**src/rtl/if_id_stage.sv**
```systemverilog
// Fetch front-end and IF/ID pipeline register for the miniRV core, with ID-side immediate-format decode.
// Optional performance counters are enabled by defining IF_PERF_CNT_EN.
module if_id_stage #(
  parameter logic [31:0] RESET_PC = 32'h0000_0000,
  parameter logic [31:0] NOP_INST = 32'h0000_0013
) (
  input  logic        clk,
  input  logic        rst,
  input  logic        stall,
  input  logic        flush,
  input  logic [31:0] redirect_pc,
  output logic [31:0] irom_addr,
  input  logic [31:0] irom_inst,
  output logic [31:0] id_pc,
  output logic [31:0] id_pc4,
  output logic [31:0] id_inst,
  output logic        id_valid,
  output logic [24:0] sext_din,
  output logic [2:0]  sext_op
`ifdef IF_PERF_CNT_EN
  ,
  output logic [31:0] perf_fetch_cnt,
  output logic [31:0] perf_bubble_cnt
`endif
);

  localparam logic [6:0] OP_IMM    = 7'b0010011;
  localparam logic [6:0] OP_LOAD   = 7'b0000011;
  localparam logic [6:0] OP_JALR   = 7'b1100111;
  localparam logic [6:0] OP_STORE  = 7'b0100011;
  localparam logic [6:0] OP_LUI    = 7'b0110111;
  localparam logic [6:0] OP_AUIPC  = 7'b0010111;
  localparam logic [6:0] OP_BRANCH = 7'b1100011;
  localparam logic [6:0] OP_JAL    = 7'b1101111;

  localparam logic [2:0] SEXT_I     = 3'b000;
  localparam logic [2:0] SEXT_SHAMT = 3'b001;
  localparam logic [2:0] SEXT_S     = 3'b010;
  localparam logic [2:0] SEXT_U     = 3'b011;
  localparam logic [2:0] SEXT_B     = 3'b100;
  localparam logic [2:0] SEXT_J     = 3'b101;
  localparam logic [2:0] SEXT_NONE  = 3'b111;

  logic [31:0] pc;
  logic [6:0]  opcode;
  logic [2:0]  funct3;

  // Redirect targets are forced word-aligned.
  always_ff @(posedge clk or posedge rst) begin
    if (rst) begin
      pc <= RESET_PC;
    end else if (flush) begin
      pc <= redirect_pc & 32'hFFFF_FFFC;
    end else if (!stall) begin
      pc <= pc + 32'd4;
    end
  end

  always_ff @(posedge clk or posedge rst) begin
    if (rst) begin
      id_pc    <= 32'h0;
      id_inst  <= NOP_INST;
      id_valid <= 1'b0;
    end else if (flush) begin
      id_pc    <= 32'h0;
      id_inst  <= NOP_INST;
      id_valid <= 1'b0;
    end else if (!stall) begin
      id_pc    <= pc;
      id_inst  <= irom_inst;
      id_valid <= 1'b1;
    end
  end

  assign irom_addr = pc;
  assign id_pc4    = id_pc + 32'd4;
  assign sext_din  = id_inst[31:7];
  assign opcode    = id_inst[6:0];
  assign funct3    = id_inst[14:12];

  // Immediate-format selector; unknown encodings map to the zero format.
  always_comb begin
    sext_op = SEXT_NONE;
    case (opcode)
      OP_IMM:    sext_op = (funct3 == 3'b001 || funct3 == 3'b101) ? SEXT_SHAMT : SEXT_I;
      OP_LOAD:   sext_op = SEXT_I;
      OP_JALR:   sext_op = SEXT_I;
      OP_STORE:  sext_op = SEXT_S;
      OP_LUI:    sext_op = SEXT_U;
      OP_AUIPC:  sext_op = SEXT_U;
      OP_BRANCH: sext_op = SEXT_B;
      OP_JAL:    sext_op = SEXT_J;
      default:   sext_op = SEXT_NONE;
    endcase
  end

`ifdef IF_PERF_CNT_EN
  // Fetch counts advance edges; bubble counts both stall and flush edges.
  always_ff @(posedge clk or posedge rst) begin
    if (rst) begin
      perf_fetch_cnt  <= 32'h0;
      perf_bubble_cnt <= 32'h0;
    end else if (flush || stall) begin
      perf_bubble_cnt <= perf_bubble_cnt + 32'd1;
    end else begin
      perf_fetch_cnt  <= perf_fetch_cnt + 32'd1;
    end
  end
`endif

endmodule

```
**config.mk**
```make
export PLATFORM = sky130hd
export DESIGN_NAME = if_id_stage
export DESIGN_NICKNAME = d
export VERILOG_FILES = /design/src/rtl/if_id_stage.sv
export SDC_FILE = /design/constraint.sdc
export NUM_CORES = 1
export LEC_CHECK = 0
export ABC_AREA = 1
export BUFFER_PORTS_ARGS = -buffer_cell sky130_fd_sc_hd__buf_2
export CAP_MARGIN = 10
export CORE_MARGIN = 2
export CORE_UTILIZATION = 45
export CTS_CLUSTER_SIZE = 40
export DETAILED_ROUTE_END_ITERATION = 8
export MAX_ROUTING_LAYER = met4
export PLACE_DENSITY_LB_ADDON = 0.05
export SETUP_SLACK_MARGIN = 0.4
export SLEW_MARGIN = 10
export SYNTH_ARGS = -nofsm -noshare
export SYNTH_HDL_FRONTEND = slang
export SYNTH_SLANG_ARGS = --single-unit
```
**constraint.sdc**
```tcl
create_clock -name clk -period 2.9 [get_ports clk]
set_input_delay 0.58 -clock clk [delete_from_list [all_inputs] [get_ports clk]]
set_output_delay 0.58 -clock clk [all_outputs]
set_load 0.01 [all_outputs]
```
==> impl_metrics.xml, run 1 <==
<?xml version="1.0" encoding="UTF-8"?>
<metrics>
  <group name="yosys">
    <metric name="synthesis.area_per_instance" unit="um^2">7.538</metric>
    <metric name="synth_top_area_share" unit="%">39.59</metric>
    <metric name="ys_warn_count" unit="">0</metric>
    <metric name="synthTopCellsByArea" unit="">sky130_fd_sc_hd__dfrtp_1 (40%), sky130_fd_sc_hd__nand2_1 (14%), sky130_fd_sc_hd__inv_1 (5.9%), sky130_fd_sc_hd__buf_4 (4.4%), sky130_fd_sc_hd__nor2_1 (4.3%)</metric>
    <metric name="synthSimpleGateAreaFrac" unit="%">29.98</metric>
    <metric name="ys_ff_latch" unit="">94</metric>
    <metric name="synth-compound-area-share" unit="%">12.25</metric>
    <metric name="syn_area" unit="um^2">5752</metric>
    <metric name="synthMuxAreaShare" unit="%">0</metric>
    <metric name="synth_seq_area_share" unit="%">40.96</metric>
    <metric name="area_share_of_fa_ha_maj_cells_after_synthesis" unit="%">0.4351</metric>
    <metric name="synth_cell_types" unit="">39</metric>
    <metric name="synth-xor-area-share" unit="%">4.220</metric>
    <metric name="postSynthCellCount" unit="">763</metric>
    <metric name="synth_area_leader_cell" unit="">sky130_fd_sc_hd__dfrtp_1</metric>
    <metric name="synth_top_family_by_area" unit="">simple AND/OR/NAND/NOR gates</metric>
  </group>
  <group name="worst_setup_path">
    <metric name="timing.critical_path.slowest_stage_cell" unit="">sky130_fd_sc_hd__dfrtp_2</metric>
    <metric name="cp_top_family" unit="">simple AND/OR/NAND/NOR gates</metric>
    <metric name="critical_path_class" unit="">reg2out</metric>
    <metric name="path_buf_inv" unit="">1</metric>
    <metric name="path_max_fanout" unit="">6</metric>
    <metric name="timing.critical_path.arrival" unit="ps">1880</metric>
    <metric name="required_time_reported_for_the_critical_path_endpoint" unit="ps">2320</metric>
    <metric name="critPathMaxStageDelay" unit="ps">450</metric>
    <metric name="endpoint_kind" unit="">output port</metric>
    <metric name="critical_path.cell_chain" unit="">nand2_1, nor2_1, nand4_1, nor2_1, nand2_1, xor2_1, buf_2</metric>
    <metric name="cp-start-kind" unit="">flip-flop</metric>
  </group>
  <group name="timing">
    <metric name="max-slew-margin-rel" unit="%">52.33</metric>
    <metric name="grt_setup_unrepaired" unit="">yes</metric>
    <metric name="achievable-frequency" unit="MHz">405.9</metric>
    <metric name="setup_viol" unit="">0</metric>
    <metric name="final_min_period_over_clock_period" unit="%">84.95</metric>
    <metric name="finalWorstPathRequiredPeriod" unit="ps">2464</metric>
    <metric name="final_hold_viol_count" unit="">0</metric>
    <metric name="drv_slew" unit="">0</metric>
    <metric name="fin_tns_setup" unit="ps">0</metric>
    <metric name="timing_worst_slew_pin_value" unit="ps">714.0</metric>
    <metric name="final.setup_skew" unit="ps">5.698</metric>
  </group>
  <group name="drt">
    <metric name="wire_length_reported_by_the_detailed_router" unit="mm">17.60</metric>
    <metric name="drt_first_iter_violations" unit="">327</metric>
    <metric name="detailroute.via_count" unit="">5762</metric>
    <metric name="drcViolationCount" unit="">0</metric>
    <metric name="final_antenna_net_count" unit="">0</metric>
    <metric name="via_cell_ratio" unit="">5.086</metric>
    <metric name="first_pass_iters" unit="">5</metric>
    <metric name="routedWlPerCell" unit="um">15.53</metric>
  </group>
  <group name="die">
    <metric name="dieHeight" unit="um">117.1</metric>
    <metric name="placement_rows" unit="">41</metric>
    <metric name="io-pin-count" unit="">225</metric>
    <metric name="design.core.area" unit="um^2">12570</metric>
    <metric name="die-width" unit="um">117.1</metric>
    <metric name="floorplan.initialDensity" unit="%">45.76</metric>
    <metric name="dieArea" unit="um^2">13700</metric>
  </group>
  <group name="power">
    <metric name="clkPwrFrac" unit="%">33.8</metric>
    <metric name="design_power_total" unit="mW">3.558</metric>
    <metric name="power_density" unit="nW/um^2">492.0</metric>
    <metric name="power.leakage" unit="nW">3.901</metric>
    <metric name="vdd.ir_drop.worst" unit="mV">0.3481</metric>
    <metric name="internal-power" unit="mW">2.328</metric>
    <metric name="seq_power_share" unit="%">44.5</metric>
    <metric name="power_switching_share" unit="%">34.57</metric>
    <metric name="share_comb_of_total_power" unit="%">21.7</metric>
    <metric name="power_switching" unit="mW">1.230</metric>
  </group>
  <group name="placed_design">
    <metric name="finalWeightedCongestion" unit="">0.8980</metric>
    <metric name="place.port_buffers" unit="">220</metric>
    <metric name="hpwl" unit="mm">13.20</metric>
  </group>
  <group name="clocking">
    <metric name="clock_sinks" unit="">94</metric>
    <metric name="cts_hold_buffers" unit="">0</metric>
    <metric name="clock_tree_from_tritoncts" unit="">yes</metric>
    <metric name="clk_path_buf_depth" unit="">2</metric>
    <metric name="cts_made_buffers" unit="">9</metric>
    <metric name="clock_transition_at_the_registers_of_the_reported_paths" unit="ps">70</metric>
    <metric name="cts-htree-levels" unit="">3</metric>
    <metric name="clock_tree.root_cell" unit="">sky130_fd_sc_hd__clkbuf_16</metric>
    <metric name="clk-insertion-delay-late" unit="ps">360</metric>
  </group>
  <group name="grt">
    <metric name="grt_overflow_total" unit="">0</metric>
    <metric name="groute.usage.overall" unit="%">25.77</metric>
    <metric name="global_route_wire_length_before_repair" unit="mm">26.12</metric>
    <metric name="grt_max_degree" unit="">57</metric>
    <metric name="antenna_found_initial" unit="">0</metric>
    <metric name="first_global_vias" unit="">4938</metric>
  </group>
  <group name="final_layout">
    <metric name="drive_gt1_share" unit="%">31.53</metric>
    <metric name="register_area" unit="um^2">2367</metric>
    <metric name="layout-area-overhead-vs-synth" unit="%">25.73</metric>
    <metric name="area_used_by_multi_input_combinational_logic" unit="um^2">2765</metric>
    <metric name="fillers" unit="">1269</metric>
    <metric name="layout.nets" unit="">1026</metric>
    <metric name="antenna_cells" unit="">0</metric>
  </group>
  <group name="worst_hold_path">
    <metric name="hold_path.class" unit="">in2async</metric>
  </group>
  <group name="run_status">
    <metric name="run_status" unit="">complete, no violations</metric>
  </group>
  <group name="flow_run">
    <metric name="max_cap_violations" unit="">0</metric>
  </group>
</metrics>
-- layout by cell type (no fill, tap or decap), drive strengths merged, types with 3 or more instances in the layout --
| cell type | Yosys | layout |
|---|---|---|
| clkinv | 0 | 3 |
| xor2 | 25 | 25 |
| o21ai | 34 | 34 |
| dfrtp | 91 | 91 |
| clkbuf | 9 | 9 |
| inv | 95 | 97 |
| nor3 | 19 | 19 |
| dfstp | 3 | 3 |
| nand2 | 225 | 225 |
| nand3 | 48 | 48 |
| nand4 | 8 | 8 |
| nor2 | 81 | 81 |
| o211ai | 4 | 4 |
| o22ai | 22 | 22 |
| a31oi | 5 | 5 |
| a22o | 25 | 25 |
| buf | 44 | 234 |
| a21oi | 15 | 15 |
-- layer usage --
layer  global-route usage [%]  vias to the layer above  routed length, um
li1                         -                     2817                  -
met1                    36.75                     2716               8267
met2                    38.46                      206               7984
met3                    3.811                       23               1035
met4                    7.216                        0                313
met5                        -                        -                  0
-- synthesized netlist by cell type (all sizes together) --
cell,n
a311oi,1
nand2,225
dfstp,3
clkbuf,9
a22o,25
o211ai,4
a22oi,1
ha,2
nand3,48
dfrtp,91
buf,44
nor2,81
nor3,19
a31oi,5
xor2,25
a21boi,1
and2,1
conb,1
o21ai,34
nand4,8
o22ai,22
a21oi,15
o22a,2
inv,95
xnor2,1
-- worst paths after layout --
kind                         startpoint            end  slack (ps)  cells after the start
hold reg to reg                id_valid       id_valid         510                      2
min in group clk           irom_inst[3]     id_inst[3]         420                      3
setup / recovery              id_pc[11]     id_pc4[29]         440                      7
setup reg to reg           irom_addr[3]  irom_addr[18]        1080                      7
hold / removal                      rst      id_pc[24]         280                      2
max in group asynchronous           rst      id_pc[27]        1900                      3
-- sequential cells by signal (all words and copies together), names as in the netlist --
name	count
id_pc	31
id_inst	32
id_valid	1
irom_addr	30
-- power by group through the flow --
stage,clock network [mW],logic (mW),registers (mW)
final,1.20,0.773,1.58
after floorplan,0,0.418,1.62
after global routing,1.28,0.863,1.60
after CTS,1.23,0.774,1.58
after detailed placement,0,0.763,1.60
after global placement,0,0.756,1.59
-- what timing repair did --
action,CTS,global route
endpoints found under the setup margin,9,20
gates resized for setup,6,14
pin swaps,3,4
setup buffers,5,3
-- worst register-to-register path, cell delays in order, from the launching register on --
cell                      delay (ps)
sky130_fd_sc_hd__dfrtp_1         470
sky130_fd_sc_hd__ha_1            240
sky130_fd_sc_hd__nand3_1         170
sky130_fd_sc_hd__nor2_2          290
sky130_fd_sc_hd__nand2_1         120
sky130_fd_sc_hd__nor2_1          210
sky130_fd_sc_hd__nand2_1          80
sky130_fd_sc_hd__a22oi_1         170
-- area by class of cell --
| type | count | area share [%] |
|---|---|---|
| flip-flops and latches | 94 | 32.73 |
| clock buffers | 9 | 3.114 |
| repair buffers | 234 | 16.85 |
| clock inverters | 7 | 1.107 |
| multi-input cells | 522 | 38.24 |
| inverters | 95 | 4.983 |
| well taps | 172 | 2.976 |
-- cells by family (layout without fill, tap and decap cells) --
kind of cell	after synthesis	after routing
compound gates	110	110
xor+xnor	26	26
fa+ha+maj	2	2
buf+inv	148	345
flops	94	94
other cells	1	2
simple gates	382	382
-- stage by stage --
stage | area (um^2) | std cells | worst slack, ps | utilization, % | hold slack, ps
finish | 7232 | 1133 | 436.5 | 57.54 | 277.5
floorplan | 5759 | 764 | 855.1 | - | 531.4
global placement | 6799 | 1109 | 696.9 | 54.10 | 497.2
detailed placement | 6799 | 1109 | 679.8 | 54.10 | 496.1
global route | 7232 | 1133 | 313.2 | 57.54 | 317.5
CTS | 7157 | 1130 | 401.8 | 56.94 | 294.8
Note: power is estimated with default switching activity, not from simulation.
==> run 2, diff against run 1 <==
==> constraint.sdc (replaced) <==
create_clock -name clk -period 2.2 [get_ports clk]
set_input_delay 0.44 -clock clk [delete_from_list [all_inputs] [get_ports clk]]
set_output_delay 0.44 -clock clk [all_outputs]
set_load 0.01 [all_outputs]
==> impl_metrics.xml, run 2 (same netlist as run 1, synthesis figures left out) <==
<?xml version="1.0" encoding="UTF-8"?>
<metrics>
  <group name="final_layout">
    <metric name="layout.nets" unit="">1064</metric>
    <metric name="layout-area-overhead-vs-synth" unit="%">35.76</metric>
    <metric name="mostFrequentLayoutCell" unit="">sky130_fd_sc_hd__buf_2</metric>
    <metric name="most-common-layout-cells" unit="">sky130_fd_sc_hd__buf_2 (219), sky130_fd_sc_hd__nand2_1 (204), sky130_fd_sc_hd__inv_1 (81)</metric>
    <metric name="largest_register_ff_count" unit="">32</metric>
    <metric name="fin_util" unit="%">62.13</metric>
    <metric name="layout.cells.non_filler" unit="">1172</metric>
    <metric name="drive_gt1_share" unit="%">39.34</metric>
    <metric name="registers.top_by_ff_count" unit="">id_inst</metric>
    <metric name="stdcell_area" unit="um^2">7809</metric>
  </group>
  <group name="power">
    <metric name="clkPwrFrac" unit="%">32.4</metric>
    <metric name="power_switching_share" unit="%">33.96</metric>
    <metric name="seq_power_share" unit="%">43.8</metric>
    <metric name="vdd.ir_drop.worst" unit="mV">0.3359</metric>
    <metric name="internal-power" unit="mW">3.138</metric>
    <metric name="design_power_total" unit="mW">4.751</metric>
    <metric name="power_switching" unit="mW">1.614</metric>
    <metric name="power.leakage" unit="nW">4.138</metric>
    <metric name="power_density" unit="nW/um^2">608.5</metric>
    <metric name="share_comb_of_total_power" unit="%">23.9</metric>
  </group>
  <group name="clocking">
    <metric name="clk-insertion-delay-late" unit="ps">350</metric>
    <metric name="clock_transition_at_the_registers_of_the_reported_paths" unit="ps">70</metric>
    <metric name="clock_tree_from_tritoncts" unit="">yes</metric>
    <metric name="clock_sinks" unit="">94</metric>
    <metric name="cts_made_buffers" unit="">9</metric>
    <metric name="clock_tree.root_cell" unit="">sky130_fd_sc_hd__clkbuf_16</metric>
    <metric name="clk_path_buf_depth" unit="">2</metric>
    <metric name="cts_hold_buffers" unit="">0</metric>
    <metric name="cts-htree-levels" unit="">3</metric>
  </group>
  <group name="timing">
    <metric name="fin_tns_setup" unit="ps">-377.5</metric>
    <metric name="drv_slew" unit="">0</metric>
    <metric name="setup_viol" unit="">13</metric>
    <metric name="achievable-frequency" unit="MHz">441.0</metric>
    <metric name="timing_worst_slew_pin_value" unit="ps">705.2</metric>
    <metric name="grt_setup_unrepaired" unit="">yes</metric>
    <metric name="final_hold_viol_count" unit="">0</metric>
    <metric name="final.setup_skew" unit="ps">5.431</metric>
    <metric name="whs" unit="ps">204.6</metric>
    <metric name="finalWorstPathRequiredPeriod" unit="ps">2268</metric>
    <metric name="final.setup.worst_slack" unit="ps">-67.63</metric>
    <metric name="max-slew-margin-rel" unit="%">52.92</metric>
    <metric name="final_min_period_over_clock_period" unit="%">103.1</metric>
  </group>
  <group name="worst_setup_path">
    <metric name="required_time_reported_for_the_critical_path_endpoint" unit="ps">1760</metric>
    <metric name="timing.critical_path.arrival" unit="ps">1830</metric>
    <metric name="timing.critical_path.slowest_stage_cell" unit="">sky130_fd_sc_hd__dfrtp_2</metric>
    <metric name="critical_path.cell_chain" unit="">ha_4, nand3_4, buf_4, buf_6, buf_6, nor2_4, nand2_2, xor2_2, buf_2</metric>
    <metric name="cp_top_family" unit="">buffers and inverters</metric>
    <metric name="timing.critical_path.mode_cell" unit="">sky130_fd_sc_hd__buf_6</metric>
    <metric name="critPathMaxStageDelay" unit="ps">410</metric>
    <metric name="critical_path_class" unit="">reg2out</metric>
    <metric name="endpoint_kind" unit="">output port</metric>
    <metric name="path_max_fanout" unit="">3</metric>
    <metric name="path_buf_inv" unit="">4</metric>
    <metric name="cp-start-kind" unit="">flip-flop</metric>
  </group>
  <group name="placed_design">
    <metric name="placement.cell_area" unit="um^2">6847</metric>
    <metric name="finalWeightedCongestion" unit="">0.9645</metric>
    <metric name="post-place-ws" unit="ps">199.4</metric>
    <metric name="place.port_buffers" unit="">220</metric>
    <metric name="hpwl" unit="mm">13.01</metric>
    <metric name="dp.cells" unit="">1108</metric>
  </group>
  <group name="flow_run">
    <metric name="max_cap_violations" unit="">0</metric>
  </group>
  <group name="die">
    <metric name="die-width" unit="um">117.1</metric>
    <metric name="dieHeight" unit="um">117.1</metric>
    <metric name="design.core.area" unit="um^2">12570</metric>
    <metric name="floorplan.initialDensity" unit="%">45.76</metric>
    <metric name="placement_rows" unit="">41</metric>
    <metric name="io-pin-count" unit="">225</metric>
    <metric name="dieArea" unit="um^2">13700</metric>
  </group>
  <group name="drt">
    <metric name="wire_length_reported_by_the_detailed_router" unit="mm">18.30</metric>
    <metric name="detailroute.via_count" unit="">6020</metric>
    <metric name="routedWlPerCell" unit="um">15.62</metric>
    <metric name="drt_first_iter_violations" unit="">319</metric>
    <metric name="first_pass_iters" unit="">5</metric>
    <metric name="final_antenna_net_count" unit="">0</metric>
    <metric name="drcViolationCount" unit="">0</metric>
    <metric name="via_cell_ratio" unit="">5.137</metric>
  </group>
  <group name="grt">
    <metric name="antenna_found_initial" unit="">1</metric>
    <metric name="grt-busiest-layer" unit="">met2</metric>
    <metric name="first_global_vias" unit="">5433</metric>
    <metric name="groute.usage.overall" unit="%">26.77</metric>
    <metric name="gr-usage-met2" unit="%">40.04</metric>
    <metric name="global_route.usage.met1" unit="%">37.13</metric>
    <metric name="grt_max_degree" unit="">95</metric>
    <metric name="grt_overflow_total" unit="">0</metric>
    <metric name="global_route_wire_length_before_repair" unit="mm">27.25</metric>
    <metric name="grt.met3_usage" unit="%">3.553</metric>
  </group>
  <group name="worst_hold_path">
    <metric name="hold_path.class" unit="">in2async</metric>
  </group>
  <group name="run_status">
    <metric name="failing_checks" unit="">negative setup slack</metric>
    <metric name="run_status" unit="">complete, but fails checks</metric>
  </group>
</metrics>
run 2: layout make-up:
type	count	area, um^2
Tap cell	172	215.2
Timing Repair Buffer	272	1593
Antenna cell	1	2.502
Fill cell	1172	4760
Sequential cell	94	2374
Clock inverter	5	42.54
Multi-Input combinational cell	522	2974
Clock buffer	11	242.7
Inverter	95	365.4
run 2: routing by layer:
| metal | part of all wire, % | wire (um) | vias up |
|---|---|---|---|
| met3 | 5.5 | 1013 | 27 |
| met4 | 2.2 | 410 | 0 |
| met2 | 47 | 8529 | 219 |
| met5 | 0 | 0 | - |
| li1 | - | - | 2897 |
| met1 | 46 | 8347 | 2877 |
run 2: worst paths after layout:
path                               startpoint       endpoint  slack, ps  cells past startpoint
max in group asynchronous                 rst   irom_addr[3]       1530                      3
worst min register to register       id_valid       id_valid        510                      2
min in group clk                irom_inst[12]    id_inst[12]        290                      3
worst max-delay path                 id_pc[3]     id_pc4[30]        -70                      9
worst min-delay path                      rst      id_pc[24]        200                      3
worst max register to register   irom_addr[2]  irom_addr[26]        520                      8
run 2: worst register-to-register path, stage by stage, from the launching register on:
cell                      delay (ps)
sky130_fd_sc_hd__dfrtp_1         410
sky130_fd_sc_hd__ha_1            220
sky130_fd_sc_hd__nand3_1         210
sky130_fd_sc_hd__nor3_1          370
sky130_fd_sc_hd__nand2_1         100
sky130_fd_sc_hd__nand2_1          60
sky130_fd_sc_hd__nand3_1          60
sky130_fd_sc_hd__nand2_1          90
sky130_fd_sc_hd__nand2_1          50
run 2: what timing repair did:
item / 4_1_cts / 5_1_grt
resized for setup: 65 / 31
setup buffers: 40 / 7
endpoints found under the hold margin: 0 / 0
pin swaps: 27 / 21
setup endpoints to repair: 30 / 36
run 2: power groups by stage:
stage,clock network (mW),registers [mW],logic (mW)
after detailed placement,0,2.11,1.02
final,1.54,2.08,1.13
after global placement,0,2.10,1.01
after floorplan,0,2.14,0.554
after global routing,1.64,2.10,1.25
after CTS,1.57,2.07,1.12
